### config.mk
export PLATFORM = sky130hd
export DESIGN_NAME = reg_bank_flat
export DESIGN_NICKNAME = d
export VERILOG_FILES = /design/src/rtl/reg_bank_if.sv /design/src/rtl/reg_bank.sv /design/src/flat_wrapper.sv
export SDC_FILE = /design/constraint.sdc
export NUM_CORES = 1
export LEC_CHECK = 0
export ABC_AREA = 1
export CELL_PAD_IN_SITES_DETAIL_PLACEMENT = 1
export CELL_PAD_IN_SITES_GLOBAL_PLACEMENT = 2
export CORE_MARGIN = 3
export CORE_UTILIZATION = 36
export DETAILED_ROUTE_END_ITERATION = 8
export PLACE_DENSITY = 0.9
export SYNTH_ARGS = -nofsm -noshare
export SYNTH_HDL_FRONTEND = slang
export SYNTH_SLANG_ARGS = --single-unit
### constraint.sdc
create_clock -name clk -period 3.4 [get_ports clk]
set_clock_uncertainty 0.15 [all_clocks]
set_input_delay 0.85 -clock clk [delete_from_list [all_inputs] [get_ports clk]]
set_output_delay 0.85 -clock clk [all_outputs]
set_load 0.01 [all_outputs]
### src/rtl/reg_bank_if.sv
// reg_bank_if: bundles the writeback, issue-mark, read-address and
// read-data/hazard signals of the general-purpose register bank.
// The master side (operand fetch / writeback / control) drives addresses,
// write data and strobes; the slave side (the register bank) returns
// registered read data and combinational hazard flags.
interface reg_bank_if #(
  parameter int DATA_W = 32,
  parameter int ADDR_W = 3
);
  logic              we;
  logic [ADDR_W-1:0] wr_addr;
  logic [DATA_W-1:0] wr_data;
  logic              mark_vld;
  logic [ADDR_W-1:0] mark_addr;
  logic [ADDR_W-1:0] rd_addr_a;
  logic [ADDR_W-1:0] rd_addr_b;
  logic [DATA_W-1:0] rd_data_a;
  logic [DATA_W-1:0] rd_data_b;
  logic              hazard_a;
  logic              hazard_b;

  modport master (
    output we, wr_addr, wr_data, mark_vld, mark_addr, rd_addr_a, rd_addr_b,
    input  rd_data_a, rd_data_b, hazard_a, hazard_b
  );

  modport slave (
    input  we, wr_addr, wr_data, mark_vld, mark_addr, rd_addr_a, rd_addr_b,
    output rd_data_a, rd_data_b, hazard_a, hazard_b
  );
endinterface

### src/rtl/reg_bank.sv
// reg_bank: general-purpose register bank at the consumer end of the
// writeback path. Holds NREG = 2**ADDR_W registers (all writable, no
// hardwired zero), two registered read ports and a per-register pending
// scoreboard used by the control unit to stall on read-after-write hazards.
// Optional feature macro: REG_BANK_BYPASS_EN
//   defined   -> a same-cycle write to the register being read is forwarded
//                into the read-data register (write-through)
//   undefined -> the read returns the old register contents; the new value
//                is visible one cycle later
// The scoreboard behaves identically in both builds.
module reg_bank #(
  parameter int DATA_W = 32,
  parameter int ADDR_W = 3
) (
  input  logic       clk,
  input  logic       reset,
  reg_bank_if.slave  bus
);

  localparam int NREG = 1 << ADDR_W;

  logic [DATA_W-1:0] regs_q [NREG];
  logic [NREG-1:0]   pending_q;
  logic [NREG-1:0]   pending_d;
  logic [DATA_W-1:0] rdDataA_q;
  logic [DATA_W-1:0] rdDataA_d;
  logic [DATA_W-1:0] rdDataB_q;
  logic [DATA_W-1:0] rdDataB_d;

  // Register array: reset clears everything, otherwise sink the writeback word.
  always_ff @(posedge clk) begin
    if (reset) begin
      for (int i = 0; i < NREG; i++) begin
        regs_q[i] <= '0;
      end
    end else if (bus.we) begin
      regs_q[bus.wr_addr] <= bus.wr_data;
    end
  end

  // Scoreboard next state: clear on writeback first, then set on issue so a
  // same-address collision leaves the bit set for the newly issued producer.
  always_comb begin
    pending_d = pending_q;
    if (bus.we) begin
      pending_d[bus.wr_addr] = 1'b0;
    end
    if (bus.mark_vld) begin
      pending_d[bus.mark_addr] = 1'b1;
    end
  end

  // Scoreboard register with reset taking priority over mark and write.
  always_ff @(posedge clk) begin
    if (reset) begin
      pending_q <= '0;
    end else begin
      pending_q <= pending_d;
    end
  end

  // Read-port next values, optionally forwarding a same-cycle write.
  always_comb begin
    rdDataA_d = regs_q[bus.rd_addr_a];
    rdDataB_d = regs_q[bus.rd_addr_b];
`ifdef REG_BANK_BYPASS_EN
    if (bus.we && (bus.wr_addr == bus.rd_addr_a)) begin
      rdDataA_d = bus.wr_data;
    end
    if (bus.we && (bus.wr_addr == bus.rd_addr_b)) begin
      rdDataB_d = bus.wr_data;
    end
`endif
  end

  // Read-data registers give the operand fetch stage one cycle of latency.
  always_ff @(posedge clk) begin
    if (reset) begin
      rdDataA_q <= '0;
      rdDataB_q <= '0;
    end else begin
      rdDataA_q <= rdDataA_d;
      rdDataB_q <= rdDataB_d;
    end
  end

  assign bus.rd_data_a = rdDataA_q;
  assign bus.rd_data_b = rdDataB_q;

  // Hazards reflect the pending state before the edge; a same-cycle write
  // does not hide the hazard.
  assign bus.hazard_a = pending_q[bus.rd_addr_a];
  assign bus.hazard_b = pending_q[bus.rd_addr_b];

endmodule

### src/flat_wrapper.sv
// flat-port wrapper written by rule: the top's interface ports become plain ports
module reg_bank_flat 
#(
  parameter int DATA_W = 32,
  parameter int ADDR_W = 3
)
  (clk, reset, bus_we, bus_wr_addr, bus_wr_data, bus_mark_vld, bus_mark_addr, bus_rd_addr_a, bus_rd_addr_b, bus_rd_data_a, bus_rd_data_b, bus_hazard_a, bus_hazard_b);
  reg_bank_if #(.DATA_W(DATA_W), .ADDR_W(ADDR_W)) bus_i ();
  input  logic clk;
  input  logic reset;
  input wire logic [$bits(bus_i.we)-1:0] bus_we;
  input wire logic [$bits(bus_i.wr_addr)-1:0] bus_wr_addr;
  input wire logic [$bits(bus_i.wr_data)-1:0] bus_wr_data;
  input wire logic [$bits(bus_i.mark_vld)-1:0] bus_mark_vld;
  input wire logic [$bits(bus_i.mark_addr)-1:0] bus_mark_addr;
  input wire logic [$bits(bus_i.rd_addr_a)-1:0] bus_rd_addr_a;
  input wire logic [$bits(bus_i.rd_addr_b)-1:0] bus_rd_addr_b;
  output wire logic [$bits(bus_i.rd_data_a)-1:0] bus_rd_data_a;
  output wire logic [$bits(bus_i.rd_data_b)-1:0] bus_rd_data_b;
  output wire logic [$bits(bus_i.hazard_a)-1:0] bus_hazard_a;
  output wire logic [$bits(bus_i.hazard_b)-1:0] bus_hazard_b;
  assign bus_i.we = bus_we;
  assign bus_i.wr_addr = bus_wr_addr;
  assign bus_i.wr_data = bus_wr_data;
  assign bus_i.mark_vld = bus_mark_vld;
  assign bus_i.mark_addr = bus_mark_addr;
  assign bus_i.rd_addr_a = bus_rd_addr_a;
  assign bus_i.rd_addr_b = bus_rd_addr_b;
  assign bus_rd_data_a = bus_i.rd_data_a;
  assign bus_rd_data_b = bus_i.rd_data_b;
  assign bus_hazard_a = bus_i.hazard_a;
  assign bus_hazard_b = bus_i.hazard_b;
  reg_bank #(.DATA_W(DATA_W), .ADDR_W(ADDR_W)) u_core (.clk(clk), .reset(reset), .bus(bus_i));
endmodule
Yosys cells after proc, flatten, opt, wreduce, memory -nomap -nowiden

Memory sizes are Yosys's and may differ from the RTL's. A register that Yosys moved wholly into a read port is not among the register bits.
Index checks and enable logic that the tools add are counted.

Register bits: 8
Bits in latches: 0
Memory bits (writable): 256
Memory bits (read-only): 0
Bits of input ports: 48
Memories: 1

Add/sub/neg operators: 0
$mul: 0
Div/mod/pow operators: 0
Magnitude comparators: 6
Equal/unequal tests: 0
Shift operators: 0
Muxes and demuxes: 18
Bitwise gates (word level): 3
Reductions and logical operators: 3

Memories:

| name          | words | width | read ports | clocked after Yosys merged registers in | wr ports | RTL line       | source |
|---|---|---|---|---|---|---|---|
| u_core.regs_q | 8     | 32    | 2          | 2                                       | 8        | reg_bank.sv:22 | `logic [DATA_W-1:0] regs_q [NREG];` |

Operator list:

| cell                 | number |
|---|---|
| $mux W32             | 1 |
| $reduce_or A32 Y1    | 1 |
| $lt A3 B4 Y1 const B | 4 |
| $mux W8              | 2 |
| $mux W1              | 10 |
| $and A8 B8 Y8        | 1 |
| $not A8 Y8           | 1 |
| $or A8 B8 Y8         | 1 |
| $bmux W1 S3          | 2 |
| $demux W1 S3         | 2 |
| $ge A3 B1 Y1 const B | 2 |
| $mux W3              | 1 |
| $logic_and A1 B1 Y1  | 2 |

Logic depth before layout (Yosys ltp)

Gate-level depths: netlist of the first run.

Depth in word-level cells: 9
Gate-level depth with buffers: 8
Gate-level depth less buffers: 6

Worst setup path before layout of the first run

No wires, ideal clock.

Path type: input to register
From: input port bus_we
To: memory u_core.regs_q[2][0], enable pin
Setup time: 389 ps
Data arrival time: 2118 ps
Path slack: 742 ps
Stages: 5
Path buffers: 1
Path through: inv_1 > nor2_8 > nand3_2 > buf_6 > nand2_1

RTL lines:

| item        | RTL line           | source |
|---|---|---|
| from (decl) | flat_wrapper.sv:11 | `input wire logic [$bits(bus_i.we)-1:0] bus_we;` |
| to (decl)   | reg_bank.sv:22     |  |

Final worst setup path of the first run

From: input port bus_rd_addr_a[0]
To: output port bus_hazard_a

Longest elaborated chain between the ends: 2

RTL lines:

| item                          | RTL line           | source |
|---|---|---|
| from (decl)                   | flat_wrapper.sv:16 | `input wire logic [$bits(bus_i.rd_addr_a)-1:0] bus_rd_addr_a;` |
| $bmux W1 S3                   | reg_bank.sv:92     | `assign bus.hazard_a = pending_q[bus.rd_addr_a];` |
| $mux W1 (implied by the code) | reg_bank.sv:92     |  |
| to (decl)                     | flat_wrapper.sv:20 | `output wire logic [$bits(bus_i.hazard_a)-1:0] bus_hazard_a;` |

No other way between the ends. The select of a mux whose other input is x is not followed.

==> impl_metrics.py, run 1 <==
metrics = {
    "global_routing": {
        "antenna_found_initial": 0,
        "met2_usage": 0.431,
        "grt_pass1_vias": 15700,
        "gr-usage-met1": 0.289,
        "gr-max-usage-layer": "met2",
        "grt_remaining_overflow": 0,
        "grt_pass1_wl_microns": 90800,
        "grt.total_usage": 0.235,
        "grt_use_met3": 0.0287,
        "grt_max_degree": 78,
    },
    "synthesis": {
        "yosysTopAreaCell": "edfxtp_1",
        "synthesis.area_sq_um": 17100,
        "async_flop_share": 0,
        "synthFlopType": "edfxtp_1",
        "ys_ff_latch": 328,
        "yosys.area_share.simple": 0.335,
        "synth-compound-area-share": 0.00645,
        "yosysUniqueCellTypes": 20,
        "synthMuxAreaShare": 0,
        "synth_cells": 2182,
        "synth_top_area_share": 0.450,
        "synthAdderAreaFrac": 0,
        "yosys-top-cells-area": "edfxtp_1 45%, nand2_1 15%, nand3_1 9.6%",
        "yosys_warnings": 0,
        "yosysSeqAreaShare": 0.535,
        "synth_top_family_by_area": "simple AND/OR/NAND/NOR gates",
        "syn_nets": 2230,
        "synth-xor-area-share": 0,
        "avgSynthCellArea_sq_um": 7.83,
        "synth_edf_count": 256,
    },
    "worst_setup_path": {
        "cp_max_fo": 11,
        "worstSetupStartpointType": "input port",
        "crit_type": "in -> out",
        "crit_arrival_ns": 2.20,
        "worstPathRequired_ns": 2.40,
        "end_kind": "output pin",
        "r2r_slack_ns": 2.18,
    },
    "layout": {
        "utilization": 0.424,
        "layout-drive-gt1-share": 0.0587,
        "final_common_cell": "nand2_1",
        "regArea_sq_um": 9130,
        "nNetsFinal": 2299,
        "area_growth_pct": 15.8,
        "fill_cells": 5695,
        "multi_input_area_sq_um": 5840,
        "diodes": 0,
        "final_cell_mix": "662 x nand2_1, 388 x nor2_1, 328 x nand3_1",
    },
    "drt": {
        "drt-pass1-iter-count": 5,
        "vias": 14900,
        "ant_nets": 0,
        "wirelength_microns": 59200,
        "drtIter0Drc": 1154,
        "avgRoutedWirePerCell_microns": 20.5,
        "drc": 0,
        "via_per_inst": 5.15,
    },
    "clock_tree": {
        "ctsHtreeMaxLevel": 2,
        "cts_buffers": 40,
        "cts_root_buffer": "clkbuf_16",
        "cts.sinks": 328,
        "cts_buffer_depth": 3,
        "post_cts_resized": 0,
        "clkSlewWorstSetupHoldPaths_ns": 0.05,
        "cts_tree": "yes",
        "cts_setup_buffers": 0,
        "cts_hold_buf": 0,
        "clock_latency_ns": 0.57,
    },
    "floorplanning": {
        "die_h_microns": 224,
        "rows": 79,
        "start_util": 0.366,
        "num_io_pins": 114,
        "coreArea_sq_um": 46700,
        "die_w_microns": 224,
        "die_area_sq_um": 50100,
    },
    "place": {
        "hpwl_microns": 34000,
        "gp_congestion": 0.756,
        "io_buffers": 113,
    },
    "timing": {
        "tightest_slew_ns": 1.03,
        "hold_violations": 0,
        "period_needed_ns": 3.20,
        "finalMaxSlewViolations": 0,
        "clock.fmax_mhz": 312,
        "finalSetupTns_ns": 0,
        "setup_viol_count_final": 0,
        "max_slew_margin": 0.310,
        "post-route-period-util": 0.942,
        "rsz0062_at_grt": "false",
    },
    "outcome": {
        "status": "finished, final reports clean",
    },
    "flow_run": {
        "maxCapViolCount": 0,
    },
    "min_path": {
        "hold_class": "reg -> reg",
    },
    "power": {
        "p_per_area_nw_per_um2": 523,
        "vdd_drop_max_mv": 0.315,
        "p_leak_uw": 0.00923,
    },
}
[synth_stat cells (all sizes together), types with 2 or more instances]
library cell,instances
nand2,670
nor2,389
nand3,336
inv,307
edfxtp,256
buf,122
dfxtp,72
clkbuf,12
o21ai,7
o211ai,6
a21oi,2
o22ai,2
[per-stage QoR]
| step | setup WS [ns] | total power, uW | instance area (sq um) | hold WS (ns) | instances |
|---|---|---|---|---|---|
| 2_1_floorplan | 0.742 | 5570 | 17100 | 0.303 | 2182 |
| 3_3_place_gp | 0.156 | 6070 | 18500 | 0.325 | 2816 |
| 3_5_place_dp | 0.161 | 6120 | 18500 | 0.340 | 2816 |
| 4_1_cts | 0.155 | 10400 | 19800 | 0.354 | 2889 |
| 5_1_grt | 0.0770 | 10800 | 19800 | 0.395 | 2889 |
| 6_report | 0.196 | 10300 | 19800 | 0.358 | 2889 |
[worst paths after layout]
| kind | startpoint | to | cells past startpoint |
|---|---|---|---|
| worst min register to register | u_core.pending_q[5] | u_core.pending_q[5] | 2 |
| worst max register to register | u_core.regs_q[5][19] | u_core.bus.rd_data_a[19] | 6 |
| worst min-delay path | u_core.pending_q[5] | u_core.pending_q[5] | 2 |
| worst max-delay path | bus_rd_addr_a[0] | bus_hazard_a | 7 |
[per-layer routing]
layer	part of all wire	up-vias
met5	0	-
met2	0.50	428
met1	0.42	7428
met4	0.027	0
met3	0.052	106
li1	-	6916
[sequential cells by signal (all words and copies together) (netlist names)]
name                  flops
u_core.bus.rd_data_b     32
u_core.bus.rd_data_a     32
u_core.pending_q          8
u_core.regs_q           256
[power breakdown]
group | switching (uW) | internal [uW]
clock | 1730 | 2580
sequential | 81.7 | 4590
combinational | 920 | 455
total | 2730 | 7620
[worst max-delay path: stages]
cell	delay [ns]
buf_4	0.16
a21oi_1	0.15
o21ai_1	0.08
nand2_1	0.08
nand2_1	0.05
nand2_1	0.22
clkdlybuf4s50_1	0.61
[cell families after synthesis]
family          after synthesis
flops                       328
compound gates               18
buf+inv                     441
simple gates               1395
[area by class of cell]
type                            count  share of cell area
Sequential cell                   328               0.462
Timing Repair Buffer              161              0.0792
Tap cell                          607              0.0384
Clock inverter                     16             0.00842
Inverter                          307              0.0587
Multi-Input combinational cell   1413               0.296
Clock buffer                       57              0.0580
(Power assumes the default switching activity.)
==> inputs of run 2 (changes only) <==
- CORE_MARGIN: 3 -> 2
- REMOVE_ABC_BUFFERS: unset -> 1
==> run 2 against run 1 <==
Net effect: the flow now finishes with violations (design-rule violations); critical endpoint is now bus_hazard_b; flip-flop and latch count stayed put; maximum frequency grew 7.6%; cell area shrank 0.21%; clock power down 2%; hold slack got worse by 0.0024 ns; sequential power barely moved; register-to-register slack got worse by 0.05 ns; first-iteration DRC count decreased by 22%; setup slack gained 0.23 ns; count of clock-buffer cells in the layout is 1 higher; sequential share of layout area increased by 0.097 points.
==> impl_metrics.py, run 2 (synthesis gave the netlist of run 1 again) <==
metrics = {
    "floorplanning": {
        "die_h_microns": 222,
        "num_io_pins": 114,
        "rows": 79,
        "die_w_microns": 222,
        "start_util": 0.366,
        "die_area_sq_um": 49200,
        "coreArea_sq_um": 46700,
    },
    "global_routing": {
        "antenna_found_initial": 2,
        "grt_remaining_overflow": 0,
        "grt_pass1_wl_microns": 89000,
        "grt.total_usage": 0.233,
        "grt_max_degree": 129,
        "grt_pass1_vias": 16000,
    },
    "clock_tree": {
        "post_cts_resized": 0,
        "cts_hold_buf": 0,
        "cts_buffer_depth": 3,
        "clkSlewWorstSetupHoldPaths_ns": 0.06,
        "cts_buffers": 40,
        "cts_tree": "yes",
        "cts_setup_buffers": 0,
        "ctsHtreeMaxLevel": 2,
        "clock_latency_ns": 0.58,
        "cts.sinks": 328,
        "cts_root_buffer": "clkbuf_16",
    },
    "timing": {
        "hold_violations": 0,
        "finalSetupTns_ns": 0,
        "period_needed_ns": 2.98,
        "post-route-period-util": 0.876,
        "rsz0062_at_grt": "false",
        "setup_viol_count_final": 0,
        "max_slew_margin": 0.294,
        "fin_ws_ns": 0.422,
        "tightest_slew_ns": 1.06,
        "finalMaxSlewViolations": 0,
        "clock.fmax_mhz": 336,
    },
    "worst_setup_path": {
        "r2r_slack_ns": 2.13,
        "critPathLaunch": "bus_rd_addr_b[0]",
        "worstRegToRegCells": 6,
        "crit_chain": "buf_4 -> a21oi_1 -> o21ai_1 -> nand2_1 -> nand2_1 -> nand2_1 -> clkdlybuf4s50_1",
        "r2r-start": "u_core.regs_q[4][25]",
        "crit_top_cell": "nand2_1",
        "cp_max_fo": 10,
        "worstPathRequired_ns": 2.40,
        "crit_arrival_ns": 1.98,
        "end_kind": "output pin",
        "crit_type": "in -> out",
        "cp_slowest_stage_delay_ns": 0.55,
        "worstSetupStartpointType": "input port",
        "crit_slowest_cell": "clkdlybuf4s50_1",
    },
    "power": {
        "p_total_uw": 10200,
        "vdd_drop_max_mv": 0.276,
        "p_per_area_nw_per_um2": 519,
        "p_leak_uw": 0.00922,
    },
    "layout": {
        "multi_input_area_sq_um": 5840,
        "largest_reg_flops": 256,
        "nNetsFinal": 2299,
        "final_area_sq_um": 19700,
        "final_common_cell": "nand2_1",
        "fill_cells": 5684,
        "regArea_sq_um": 9130,
        "top_register": "u_core.regs_q",
        "area_growth_pct": 15.5,
        "final_cell_mix": "662 x nand2_1, 388 x nor2_1, 328 x nand3_1",
        "layout-drive-gt1-share": 0.0605,
    },
    "drt": {
        "drtIter0Drc": 895,
        "drc": 9,
        "ant_nets": 0,
        "drt-pass1-iter-count": 7,
        "via_per_inst": 5.11,
        "avgRoutedWirePerCell_microns": 19.8,
        "wirelength_microns": 57200,
        "vias": 14800,
    },
    "outcome": {
        "status": "complete, but fails checks",
        "violations": "design-rule violations",
    },
    "min_path": {
        "holdPathStages": 2,
        "hp-start": "u_core.pending_q[5]",
        "hold_class": "reg -> reg",
    },
    "place": {
        "hpwl_microns": 33200,
        "placed_area_sq_um": 18400,
        "gp_congestion": 0.815,
        "io_buffers": 113,
        "place_ws_ns": 0.412,
    },
    "flow_run": {
        "maxCapViolCount": 0,
    },
}
run 2: metrics by stage:
stage          std cells  utilization  hold slack [ns]
3_3_place_gp        2816        0.395            0.333
5_1_grt             2889        0.423            0.431
4_1_cts             2889        0.423            0.355
3_5_place_dp        2816        0.395            0.340
2_1_floorplan       2048            -            0.303
6_report            2890        0.423            0.355
run 2: path summary, 6_finish.rpt:
kind,end
setup / recovery,bus_hazard_b
hold / removal,u_core.pending_q[5]
hold reg to reg,u_core.pending_q[5]
setup reg to reg,u_core.bus.rd_data_b[25]
run 2: where the power goes:
part	leakage (uW)	internal [uW]	total, uW	switching, uW
Sequential	0.00305	4590	4660	76.1
Combinational	0.00553	453	1360	911
Clock	0.000633	2480	4220	1740
run 2: cell type report:
cell class	count	share of cell area
sequential	328	0.463
multi-input combinational	1413	0.296
timing repair buffer	161	0.0788
inverter	307	0.0587
clock buffer	58	0.0577
tap	607	0.0385
clock inverter	15	0.00736
antenna	1	0.000127
run 2: critical path, delay by kind of cell:
kind	cells	cell delay (ns)
simple gates	3	0.20
buf+inv	2	0.71
compound gates	2	0.22
run 2: per-layer routing:
metal,vias to the layer above,part of all wire,GRT usage,wire (microns)
li1,6923,-,-,-
met1,7346,0.42,0.285,24200
met2,381,0.50,0.420,28700
met3,106,0.048,0.0339,2740
met4,0,0.028,0.0787,1620
met5,-,0,0,0
